===== src/rtl/wb_stage_regfile_pkg.sv =====
// Shared definitions for the write-back stage and the forwarding units:
// opcode encodings, default widths and the register-write qualifier.
package wb_stage_regfile_pkg;

    localparam int OPCODE_W      = 4;
    localparam int DEF_INDEX_W   = 4;
    localparam int DEF_DATA_W    = 32;
    localparam int RETIRED_W     = 32;

    localparam logic [OPCODE_W-1:0] OP_NOP    = 4'b0000;
    localparam logic [OPCODE_W-1:0] OP_BRANCH = 4'b0010;
    localparam logic [OPCODE_W-1:0] OP_SW     = 4'b0011;

    // Branches and stores occupy WB but never produce a register result.
    function automatic logic writes_regfile(input logic valid, input logic [OPCODE_W-1:0] opcode);
        return valid && (opcode != OP_BRANCH) && (opcode != OP_SW);
    endfunction

endpackage


===== src/rtl/wb_stage_regfile_regfile_2r1w.sv =====
// Architectural register file: one synchronous write port, two
// asynchronous read ports, synchronous clear of every entry on reset.
module regfile_2r1w
    import wb_stage_regfile_pkg::*;
#(
    parameter int INDEX_W = DEF_INDEX_W,
    parameter int DATA_W  = DEF_DATA_W
) (
    input  logic               clk,
    input  logic               rst,
    input  logic               we,
    input  logic [INDEX_W-1:0] wr_index,
    input  logic [DATA_W-1:0]  wr_data,
    input  logic [INDEX_W-1:0] rd_index_a,
    input  logic [INDEX_W-1:0] rd_index_b,
    output logic [DATA_W-1:0]  rd_data_a,
    output logic [DATA_W-1:0]  rd_data_b
);

    localparam int DEPTH = 2 ** INDEX_W;

    logic [DATA_W-1:0] mem [DEPTH];

    // Storage update: clear everything on reset, otherwise perform the write.
    // NOTE: every entry is reset because software may read any register
    // before writing it; this forces flops rather than a RAM macro.
    // NOTE: non-blocking assignments keep all state updates on this edge
    // ordered independently of other always_ff blocks.
    always_ff @(posedge clk) begin
        if (rst) begin
            for (int i = 0; i < DEPTH; i++) begin
                mem[i] <= '0;
            end
        end else if (we) begin
            mem[wr_index] <= wr_data;
        end
    end

    assign rd_data_a = mem[rd_index_a];
    assign rd_data_b = mem[rd_index_b];

endmodule


===== src/rtl/wb_stage_regfile.sv =====
// Write-back stage: MEM/WB pipeline register, WB broadcast bus, register
// file write, bypassed read ports and the retired-instruction counter.
module wb_stage_regfile
    import wb_stage_regfile_pkg::*;
#(
    parameter int REG_INDEX_BIT_WIDTH = DEF_INDEX_W,
    parameter int bitwidth            = DEF_DATA_W
) (
    input  logic                           clk,
    input  logic                           rst,
    input  logic                           stall,
    input  logic                           flush,
    input  logic                           mem_valid,
    input  logic [OPCODE_W-1:0]            mem_opcode,
    input  logic [REG_INDEX_BIT_WIDTH-1:0] mem_index,
    input  logic [bitwidth-1:0]            mem_data,
    input  logic [REG_INDEX_BIT_WIDTH-1:0] rd_index_a,
    input  logic [REG_INDEX_BIT_WIDTH-1:0] rd_index_b,
    output logic [bitwidth-1:0]            rd_data_a,
    output logic [bitwidth-1:0]            rd_data_b,
    output logic                           WB_valid,
    output logic [OPCODE_W-1:0]            WB_opcode,
    output logic [REG_INDEX_BIT_WIDTH-1:0] WB_index,
    output logic [bitwidth-1:0]            WB_data,
    output logic                           WB_we,
    output logic [RETIRED_W-1:0]           retired_count
);

    logic [bitwidth-1:0] array_data_a;
    logic [bitwidth-1:0] array_data_b;

    assign WB_we = writes_regfile(WB_valid, WB_opcode);

    // MEM/WB register: reset > flush (bubble) > stall (hold) > load.
    always_ff @(posedge clk) begin
        if (rst || flush) begin
            WB_valid  <= 1'b0;
            WB_opcode <= OP_NOP;
            WB_index  <= '0;
            WB_data   <= '0;
        end else if (!stall) begin
            WB_valid  <= mem_valid;
            WB_opcode <= mem_opcode;
            WB_index  <= mem_index;
            WB_data   <= mem_data;
        end
    end

    // Count an instruction when it leaves WB; a flush still retires the occupant.
    always_ff @(posedge clk) begin
        if (rst) begin
            retired_count <= '0;
        end else if (WB_valid && !stall) begin
            retired_count <= retired_count + 1'b1;
        end
    end

    regfile_2r1w #(
        .INDEX_W (REG_INDEX_BIT_WIDTH),
        .DATA_W  (bitwidth)
    ) u_regfile (
        .clk        (clk),
        .rst        (rst),
        .we         (WB_we),
        .wr_index   (WB_index),
        .wr_data    (WB_data),
        .rd_index_a (rd_index_a),
        .rd_index_b (rd_index_b),
        .rd_data_a  (array_data_a),
        .rd_data_b  (array_data_b)
    );

    // Write-through: a read of the register being written this cycle sees WB_data.
    always_comb begin
        // NOTE: defaults first so no path leaves an output unassigned (no latch).
        rd_data_a = array_data_a;
        rd_data_b = array_data_b;
        if (WB_we && (rd_index_a == WB_index)) begin
            rd_data_a = WB_data;
        end
        if (WB_we && (rd_index_b == WB_index)) begin
            rd_data_b = WB_data;
        end
    end

endmodule


===== config.mk =====
export PLATFORM = sky130hd
export DESIGN_NAME = wb_stage_regfile
export DESIGN_NICKNAME = d
export VERILOG_FILES = /design/src/rtl/wb_stage_regfile_pkg.sv /design/src/rtl/wb_stage_regfile_regfile_2r1w.sv /design/src/rtl/wb_stage_regfile.sv
export SDC_FILE = /design/constraint.sdc
export NUM_CORES = 1
export LEC_CHECK = 0
export ABC_CLOCK_PERIOD_IN_PS = 3100
export BUFFER_PORTS_ARGS = -buffer_cell sky130_fd_sc_hd__buf_4
export CAP_MARGIN = 20
export CORE_MARGIN = 2
export CORE_UTILIZATION = 40
export CTS_BUF_LIST = sky130_fd_sc_hd__clkbuf_8
export CTS_CLUSTER_DIAMETER = 50
export CTS_CLUSTER_SIZE = 28
export DETAILED_ROUTE_END_ITERATION = 10
export RECOVER_POWER = 100
export SETUP_SLACK_MARGIN = 0.2
export SKIP_LAST_GASP = 1
export SLEW_MARGIN = 10
export SYNTH_ARGS = -nofsm -noshare
export SYNTH_HDL_FRONTEND = slang
export SYNTH_HIERARCHICAL = 1
export SYNTH_SLANG_ARGS = --single-unit

===== constraint.sdc =====
create_clock -name clk -period 3.1 [get_ports clk]
set_input_delay 0.31 -clock clk [delete_from_list [all_inputs] [get_ports clk]]
set_output_delay 0.31 -clock clk [all_outputs]
set_load 0.03 [all_outputs]

==> run metrics, run 1 <==
DRT Wirelength=96600 µm; Starting Density=40.3%; Final ANT Viol Nets=0; largest net degree at the start of global routing=54; WHS Path Cells=5; mapped cell area=0.0305 mm²; Synth cell types=50; P_int=12.6 mW; Non-Filler Instances=3361; clock share of power=37.1%; DIE WIDTH=280 µm; commonest non-fill, non-tap cell in the layout=edfxtp_1; Lkg Pwr=12.7 nW; Combinational Power Share=11.6%; Switching Share=27.5%; met2 WL=47200 µm; Worst EP required=3.42 ns; core area=0.0757 mm²; Overflow after GRT=0; Mean Syn Cell Area=14.6 µm²; asr flop ratio synth=0%; worst hold start=stall; Num Clock Sinks=585; residual DRC count=0; Tcrit/Tclk final=95.1%; DRT Pass-1 Iters=5; P&R area growth vs syn=15.3%; Yosys reg bits=585; clock latency on the worst-skew pair=0.71 ns; postcts setup bufs=0; global-route wire length before repair=141000 µm; CTS Buf Count=75; H-tree Lvls=3; worst slew pin tran=1.30 ns; Buffers on Ports=190; hold endpoint=retired_count[15]$_SDFFE_PP0P_; footprint of the multi-input gates=0.0128 mm²; Seq pwr share=51.4%; clk_skew=0.0548 ns; Post-synth EDFFs=512; root buf cell=clkbuf_8; status=complete, no violations; Critical Path End Type=flip-flop; DRT met1 WL=36800 µm; Net Count, Synth=2143; register area=0.0168 mm²; share of the synthesized area in the top cell type=50.5%; R2R cell count=7; Pwr Density=496 mW/mm²; Worst Path Class, Setup=reg -> reg; detailed-routed wire length on met3=9160 µm; RR Endpoint=u_regfile/mem[0][9]$_SDFFCE_PN0P_; RD Place Congestion=0.827; setup violators final=0; IO Count=191; hpwl dp=57700 µm; placement row count=101; vias in the first global route=20900; Main synth FF type=edfxtp_1; max cap viols=0; fin crit period=2.95 ns; Syn. warnings=6; RSZ-0062 raised after global routing=no; Switching Power=4.80 mW; Total GRT Usage=24.8%; WP data arrival=3.27 ns; Synth area leaders=edfxtp_1, mux4_2, and2_1; nets=2375; worst reg2reg startpoint=WB_opcode[1]$_SDFFE_PP0N_; max-slew violation count=0; Worst-path clk slew=0.10 ns; initial drt markers=1913; Gate Count Post-Synth=2089; routed vias=20000; Synth area leader=edfxtp_1; Hold Crit Class=in -> reg; layout cells sized above 1=30.8%; flop2flop setup slack=0.15 ns; post-detailed-route wirelength per cell=28.7 µm; relative slew slack=13.1%; critical path peak fanout=16; uppermost layer routed=met5; CP Launch Type=flip-flop; Max Fclk=339 MHz; most frequent cells in the layout=edfxtp_1, and2_1, mux4_2, and2_0, a22oi_1; antenna violations before repair=2; Fill cells=6618; Die Span Y=280 µm; post-DR vias/cell=5.94; placed cell count=3169; Seq/Total Area, Yosys=55.3%; TNS Setup=0 ns; Peak VDD IR=0.267 mV; full die area=0.0784 mm²; final hold vios=0; CTS tree=built; CTS max path bufs=3
worst max-delay path, cell delays in order (launching register included):
cell      delay, ns
dfxtp_1        0.34
inv_2          0.21
o31ai_4        0.12
inv_1          0.18
or4b_1         0.54
nor3_1         0.30
or2_2          0.19
clkbuf_2       0.65
state kept, by name, summed over array words and instances (netlist names):
name and flops:
WB_valid 1, WB_opcode 4, u_regfile/mem 512, WB_index 4, retired_count 32, WB_data 32
final cells by class:
| cell class | instances | share of cell area, % |
|---|---|---|
| Timing Repair Buffer | 348 | 7.10 |
| Clock inverter | 58 | 1.66 |
| Antenna cell | 1 | 0.00713 |
| Sequential cell | 585 | 48.0 |
| Clock buffer | 80 | 3.14 |
| Inverter | 7 | 0.0748 |
| Tap cell | 978 | 3.48 |
| Multi-Input combinational cell | 1304 | 36.6 |
cell usage after synthesis (3+ instances only):
master / instances
edfxtp_1: 512
and2_1: 483
mux4_2: 256
clkbuf_1: 135
a22oi_1: 128
nand2_1: 74
dfxtp_1: 73
nor2_1: 73
mux2_2: 71
mux2i_1: 42
and2_2: 32
buf_2: 30
or2_2: 17
buf_1: 15
a21oi_1: 14
nor2b_1: 12
nand3_1: 11
xnor2_1: 11
nand4_1: 9
o31ai_1: 9
inv_1: 7
nor4_1: 7
or4_1: 7
xor2_1: 7
clkbuf_2: 6
o21ai_0: 5
nand4b_1: 4
nor3_1: 4
and3_2: 3
buf_4: 3
nor2_4: 3
cell families (layout without fill, tap and decap cells):
family	count (synthesis)	after routing	synth area share [%]
xor+xnor	18	18	0.517
mux	369	369	22.9
other cells	0	1	0
buf+inv	200	493	2.76
simple gates	759	759	14.8
compound gates	157	157	3.72
flops	585	585	55.3
fa+ha+maj	1	1	0.0411
routing by layer:
| metal | up-vias | GRT usage [%] |
|---|---|---|
| met5 | - | 0 |
| met4 | 2 | 9.78 |
| met3 | 213 | 5.94 |
| met2 | 983 | 41.4 |
| met1 | 10300 | 31.1 |
| li1 | 8442 | - |
worst max path at each step:
| stage | startpoint | end | slack [ns] |
|---|---|---|---|
| 6_report | WB_opcode[1]$_SDFFE_PP0N_ | u_regfile/mem[0][9]$_SDFFCE_PN0P_ | 0.15 |
| 2_1_floorplan | WB_valid$_SDFFE_PP0N_ | u_regfile/mem[0][0]$_SDFFCE_PN0P_ | 0.45 |
| 4_1_cts | WB_opcode[1]$_SDFFE_PP0N_ | rd_data_a[17] | 0.23 |
| 3_5_place_dp | rd_index_b[0] | rd_data_b[27] | 0.43 |
| 3_3_place_gp | rd_index_a[0] | rd_data_a[9] | 0.43 |
| 5_1_grt | WB_index[1]$_SDFFE_PP0N_ | rd_data_b[26] | 0.11 |
stage by stage:
stage | hold WS (ns) | power, mW | utilization (%) | instance area, µm² | worst slack (ns)
finish | 0.209 | 17.4 | 46.4 | 35100 | 0.152
global placement | 0.470 | 11.1 | 44.4 | 33600 | 0.434
detailed placement | 0.479 | 11.2 | 44.4 | 33600 | 0.433
global route | 0.268 | 18.0 | 46.4 | 35100 | 0.106
CTS | 0.000615 | 17.6 | 47.4 | 35800 | 0.228
floorplan | 0.454 | 10.3 | - | 30500 | 0.448
power by group through the flow:
stage	Clock (mW)	Combinational, mW	Sequential (mW)
detailed placement	0	2.06	9.12
CTS	6.56	2.11	8.94
global route	6.87	2.11	8.99
floorplan	0	1.26	9.06
finish	6.46	2.01	8.95
global placement	0	2.05	9.10
timing repair:
item                                    in CTS  in global routing
gates resized for setup                      8                  2
endpoints found under the setup margin      64                 14
hold buffers                                53                  0
pin swaps                                    0                  0
endpoints found under the hold margin       41                  0
Power figures use the tool's default switching activity.
==> run 2, diff against run 1 <==
--- a/config.mk
+++ b/config.mk
@@ -5,7 +5,7 @@
 export SDC_FILE = /design/constraint.sdc
 export NUM_CORES = 1
 export LEC_CHECK = 0
-export ABC_CLOCK_PERIOD_IN_PS = 3100
+export ABC_CLOCK_PERIOD_IN_PS = 2400
 export BUFFER_PORTS_ARGS = -buffer_cell sky130_fd_sc_hd__buf_4
 export CAP_MARGIN = 20
 export CORE_MARGIN = 2
@@ -14,6 +14,7 @@
 export CTS_CLUSTER_DIAMETER = 50
 export CTS_CLUSTER_SIZE = 28
 export DETAILED_ROUTE_END_ITERATION = 10
+export GPL_ROUTABILITY_DRIVEN = 0
 export RECOVER_POWER = 100
 export SETUP_SLACK_MARGIN = 0.2
 export SKIP_LAST_GASP = 1
==> constraint.sdc (replaced) <==
create_clock -name clk -period 2.4 [get_ports clk]
set_input_delay 0.24 -clock clk [delete_from_list [all_inputs] [get_ports clk]]
set_output_delay 0.24 -clock clk [all_outputs]
set_load 0.03 [all_outputs]
==> run 2 against run 1 <==
Against the previous run: the flow now finishes with violations (setup timing); critical path depth is 1 higher; sequential cell count stayed put; first-iteration DRC count is 23% higher; via count is 3.0% higher; count of clock-buffer cells in the layout is 2 lower; register-to-register slack worse by 0.39 ns; final cell count is 1.5% higher; worst setup slack worse by 0.47 ns; sequential share of layout area is 2.4 points lower; global-route usage is 0.59 points higher; clock skew is 0.0011 ns lower; final area is 5.3% higher; critical path type is now reg -> out; highest routed layer unchanged.
==> run metrics, run 2 (synthesis gave the netlist of run 1 again) <==
most flop-heavy register=u_regfile/mem; setup ws final=-0.320 ns; DRT Wirelength=101000 µm; Worst Path Class, Setup=reg -> out; root buf cell=clkbuf_8; Tcrit/Tclk final=113%; TNS Setup=-32.60 ns; DIE WIDTH=280 µm; P&R area growth vs syn=21.4%; hpwl dp=58800 µm; most frequent cells in the layout=edfxtp_1, and2_1, mux4_2, buf_4, and2_0; CTS tree=built; DRT Pass-1 Iters=5; vias in the first global route=21000; RSZ-0062 raised after global routing=yes; initial drt markers=2349; fin crit period=2.72 ns; Final ANT Viol Nets=0; worst hold start=flush; Max Fclk=368 MHz; relative slew slack=6.32%; Hold Slack=0.0845 ns; Regs by FF count=u_regfile/mem (512), WB_data (32), retired_count (32); global-route wire length before repair=143000 µm; DP Area=0.0342 mm²; failing checks=setup timing; Overflow after GRT=0; Num Clock Sinks=585; Worst EP required=2.16 ns; Post-Place Setup Slack=0.0146 ns; worst slew pin tran=1.41 ns; clock latency on the worst-skew pair=0.72 ns; Lkg Pwr=13.5 nW; post-DR vias/cell=6.03; WP data arrival=2.48 ns; worst reg2reg startpoint=WB_opcode[1]$_SDFFE_PP0N_; Tot Pwr=23.3 mW; setup violators final=262; max-slew violation count=0; largest net degree at the start of global routing=49; CP Launch Type=flip-flop; final hold vios=0; WHS Path Cells=4; placement row count=101; CTS Buf Count=76; status=finished with violations; Worst-path clk slew=0.09 ns; RR Endpoint=u_regfile/mem[12][24]$_SDFFCE_PN0P_; Critical Path End Type=primary output; Starting Density=40.3%; Buffers on Ports=190; residual DRC count=0; antenna violations before repair=7; nets=2424; full die area=0.0784 mm²; Peak VDD IR=0.357 mV; flop2flop setup slack=-0.24 ns; H-tree Lvls=3; layout cells sized above 1=36.4%; Pwr Density=630 mW/mm²; R2R cell count=10; IO Count=191; clk_skew=0.0537 ns; post-detailed-route wirelength per cell=29.7 µm; Hold Crit Class=in -> reg; critical path peak fanout=5; hold endpoint=WB_valid$_SDFFE_PP0N_; Fill cells=6431; max reg flops=512; Die Span Y=280 µm; max cap viols=0; final instance area=0.0370 mm²; core area=0.0757 mm²; CTS max path bufs=3; routed vias=20600; Total GRT Usage=25.4%; commonest non-fill, non-tap cell in the layout=edfxtp_1
-- run 2: cell types whose count changed in the layout (fill, tap and decap cells not counted), sizes merged --
cell | before | now
clkbuf | 258 | 190
clkinv | 19 | 21
inv | 34 | 36
dlygate4sd3 | 53 | 43
buf | 117 | 241
bufinv | 5 | 6
-- run 2: worst max path at each step --
| stage | slack (ns) | start | cells past startpoint | endpoint |
|---|---|---|---|---|
| 5_1_grt | -0.38 | WB_index[0]$_SDFFE_PP0N_ | 7 | rd_data_b[5] |
| 2_1_floorplan | 0.21 | WB_opcode[3]$_SDFFE_PP0N_ | 5 | u_regfile/mem[0][0]$_SDFFCE_PN0P_ |
| 4_1_cts | -0.33 | WB_index[1]$_SDFFE_PP0N_ | 7 | rd_data_b[6] |
| 3_5_place_dp | 0.01 | rd_index_b[2] | 7 | rd_data_b[22] |
| 6_report | -0.32 | WB_opcode[1]$_SDFFE_PP0N_ | 8 | rd_data_a[6] |
| 3_3_place_gp | 0.007 | rd_index_b[0] | 8 | rd_data_b[21] |
-- run 2: routing by layer --
| layer | vias up | track usage (%) | routed length, µm |
|---|---|---|---|
| met2 | 1203 | 38.3 | 45500 |
| met3 | 202 | 7.78 | 12000 |
| li1 | 8538 | - | - |
| met5 | - | 0 | 12 |
| met1 | 10600 | 34.7 | 40600 |
| met4 | 2 | 8.87 | 3440 |
-- run 2: power by group --
part	internal, mW	switching [mW]	total [mW]
clock network	4.04	4.69	8.74
logic	1.38	1.66	3.04
registers	11.3	0.219	11.5
-- run 2: cell type report --
type                    instances  area [µm²]  share of cell area [%]
diodes                          1        2.50                 0.00677
repair buffers                396        3760                    10.2
clock buffers                  78        1070                    2.90
well taps                     978        1220                    3.31
inverters                       7        30.0                  0.0812
multi-input cells            1304       13300                    36.0
flip-flops and latches        585       16900                    45.6
clock inverters                63         697                    1.88
-- run 2: critical path, stage by stage, from the launching register on --
cell and delay [ns]:
dfxtp_2 0.36, inv_4 0.06, o31ai_4 0.28, buf_6 0.18, nor2_4 0.05, buf_8 0.14, clkbuf_16 0.19, mux2_4 0.34
buf_6 0.15
-- run 2: timing repair --
| action | CTS | global route |
|---|---|---|
| pin swaps | 42 | 11 |
| endpoints found under the setup margin | 577 | 211 |
| hold endpoints to repair | 42 | 0 |
| setup buffers | 10 | 5 |
| hold buffers | 43 | 0 |
| cloned | 2 | 7 |
| gates resized for setup | 100 | 93 |
-- run 2: through the flow --
stage / std cells / util, %
after floorplan: 2089 / -
after global placement: 3201 / 45.2
after detailed placement: 3201 / 45.2
after CTS: 3397 / 48.8
after global routing: 3412 / 48.8
final: 3412 / 48.8
==> run 3, diff against run 2 <==
--- a/config.mk
+++ b/config.mk
@@ -9,12 +9,13 @@
 export BUFFER_PORTS_ARGS = -buffer_cell sky130_fd_sc_hd__buf_4
 export CAP_MARGIN = 20
 export CORE_MARGIN = 2
-export CORE_UTILIZATION = 40
+export CORE_UTILIZATION = 50
 export CTS_BUF_LIST = sky130_fd_sc_hd__clkbuf_8
 export CTS_CLUSTER_DIAMETER = 50
 export CTS_CLUSTER_SIZE = 28
 export DETAILED_ROUTE_END_ITERATION = 10
 export GPL_ROUTABILITY_DRIVEN = 0
+export PLACE_DENSITY = 0.7
 export RECOVER_POWER = 100
 export SETUP_SLACK_MARGIN = 0.2
 export SKIP_LAST_GASP = 1
==> run 3 against run 2 <==
Against the previous run: largest cell class unchanged; wire length is 5.8% lower; critical endpoint is now rd_data_a[8]; sequential power hardly changed; combinational power is 4% lower; the run ends with capacitance limit, slew limit, setup timing left; sequential share of layout area is 1.2 points higher; via count is 0.12% lower; critical path type unchanged; utilization is 11 points higher; register-to-register slack better by 0.29 ns.
==> run metrics, run 3 (synthesis gave the netlist of run 1 again) <==
status=finished with violations; failing checks=capacitance limit, slew limit, setup timing; post-detailed-route wirelength per cell=30.0 µm; Pwr Density=604 mW/mm²; IO Count=191; fin crit period=2.75 ns; DRT Wirelength=95600 µm; Die Span Y=251 µm; footprint of the multi-input gates=0.0131 mm²; GR peak layer=met2; CTS tree=built; Critical Path End Type=primary output; CTS max path bufs=3; Switching Power=5.83 mW; global-route track usage on met2=48.8%; Seq pwr share=53.1%; WP data arrival=2.51 ns; relative slew slack=-11.4%; Combinational Power Share=13.4%; post-DR vias/cell=6.44; met3 track demand over resource=6.75%; DIE WIDTH=251 µm; max cap viols=1; root buf cell=clkbuf_8; routed vias=20500; P_int=15.9 mW; CTS Buf Count=66; worst stage delay on the critical path=0.42 ns; core area=0.0602 mm²; setup ws final=-0.355 ns; Final ANT Viol Nets=0; Overflow after GRT=0; setup violators final=79; initial drt markers=2550; Post-Place Setup Slack=-0.103 ns; CP max stage cell=dfxtp_4; Tcrit/Tclk final=115%; final hold vios=0; clock latency on the worst-skew pair=0.70 ns; Total GRT Usage=30.2%; Regs by FF count=u_regfile/mem (512), WB_data (32), retired_count (32); Max Fclk=363 MHz; Starting Density=50.6%; placement row count=90; hpwl dp=57000 µm; H-tree Lvls=3; Buffers on Ports=190; critical path peak fanout=14; residual DRC count=0; max-slew violation count=28; largest net degree at the start of global routing=50; max reg flops=512; most flop-heavy register=u_regfile/mem; vias in the first global route=21100; Lkg Pwr=13.4 nW; Fill cells=4515; global-route wire length before repair=139000 µm; Hold Crit Class=in -> reg; clk_skew=0.0449 ns; Worst Path Class, Setup=reg -> out; Switching Share=26.8%; DRT Pass-1 Iters=5; Critical Path Most Common Cell=buf_12; TNS Setup=-19.70 ns; worst path cell trace=xnor2_4 > nand4_1 > nor2_4 > buf_12 > buf_12 > mux2_2 > buf_4; layout cells sized above 1=34.7%; RSZ-0062 raised after global routing=yes; Worst-path clk slew=0.08 ns; register area=0.0169 mm²; nets=2407; Peak VDD IR=0.399 mV; most frequent cells in the layout=edfxtp_1, and2_1, mux4_2, buf_4, a22oi_1; Worst EP required=2.16 ns; worst slew pin tran=1.67 ns; Num Clock Sinks=585; antenna violations before repair=3; full die area=0.0629 mm²; routing usage on met1=40.2%; clock share of power=33.5%; commonest non-fill, non-tap cell in the layout=edfxtp_1; CP Launch Type=flip-flop; P&R area growth vs syn=18.1%; Hold Slack=0.133 ns
run 3: changes by cell type in the layout (fill, tap and decap cells not counted), moves of 8 or more:
cell and delta:
a22oi_1 +43, a22oi_2 -43, and2_0 -113, and2_1 +114, buf_4 +94, buf_6 -32
clkbuf_1 -27, clkbuf_4 -26, clkinv_1 +8, inv_1 +10, inv_8 -13, nor2_1 -10
run 3: cell type report:
cell class,instances,share of cell area (%)
inverters,7,0.0730
multi-input cells,1304,36.5
diodes,3,0.0209
clock buffers,72,2.75
flip-flops and latches,585,46.8
clock inverters,47,1.11
well taps,782,2.72
repair buffers,389,10.0
run 3: timing repair:
item	4_1_cts	5_1_grt
hold endpoints to repair	41	0
gates resized for setup	31	66
setup endpoints to repair	288	103
hold buffers	41	0
buffers inserted	8	4
pin swaps	7	6
cloned	2	3
run 3: worst paths after layout:
check	startpoint	endpoint	slack (ns)	cells past startpoint
worst max-delay path	WB_index[3]$_SDFFE_PP0N_	rd_data_a[8]	-0.35	7
worst max register to register	WB_valid$_SDFFE_PP0N_	retired_count[16]$_SDFFE_PP0P_	0.05	6
worst min-delay path	stall	retired_count[7]$_SDFFE_PP0P_	0.13	5
worst min register to register	retired_count[31]$_SDFFE_PP0P_	retired_count[31]$_SDFFE_PP0P_	0.51	2
run 3: power groups by stage:
stage | clock network, mW | logic, mW | registers, mW
after floorplan | 0 | 1.62 | 11.7
after global placement | 0 | 2.68 | 11.7
after detailed placement | 0 | 2.70 | 11.8
after CTS | 7.34 | 2.80 | 11.5
after global routing | 7.70 | 3.02 | 11.6
final | 7.27 | 2.92 | 11.5
run 3: through the flow:
stage,total power [mW],instance area [µm²],std cells,util (%)
finish,21.7,36000,3189,59.7
global route,22.3,36000,3188,59.7
CTS,21.7,35800,3178,59.4
detailed placement,14.5,33700,3008,56.0
global placement,14.4,33700,3008,56.0
floorplan,13.3,30500,2089,-
run 3: critical path: cells and delay by family (launching register included):
family	cells	cell delay, ns
xor+xnor	1	0.23
buf+inv	3	0.45
flops	1	0.42
mux	1	0.37
simple gates	2	0.34
run 3: per-layer routing:
| layer | wire (µm) | up-vias |
|---|---|---|
| met5 | 0 | - |
| met1 | 34900 | 10400 |
| li1 | - | 8500 |
| met4 | 3550 | 0 |
| met3 | 11500 | 211 |
| met2 | 45700 | 1386 |
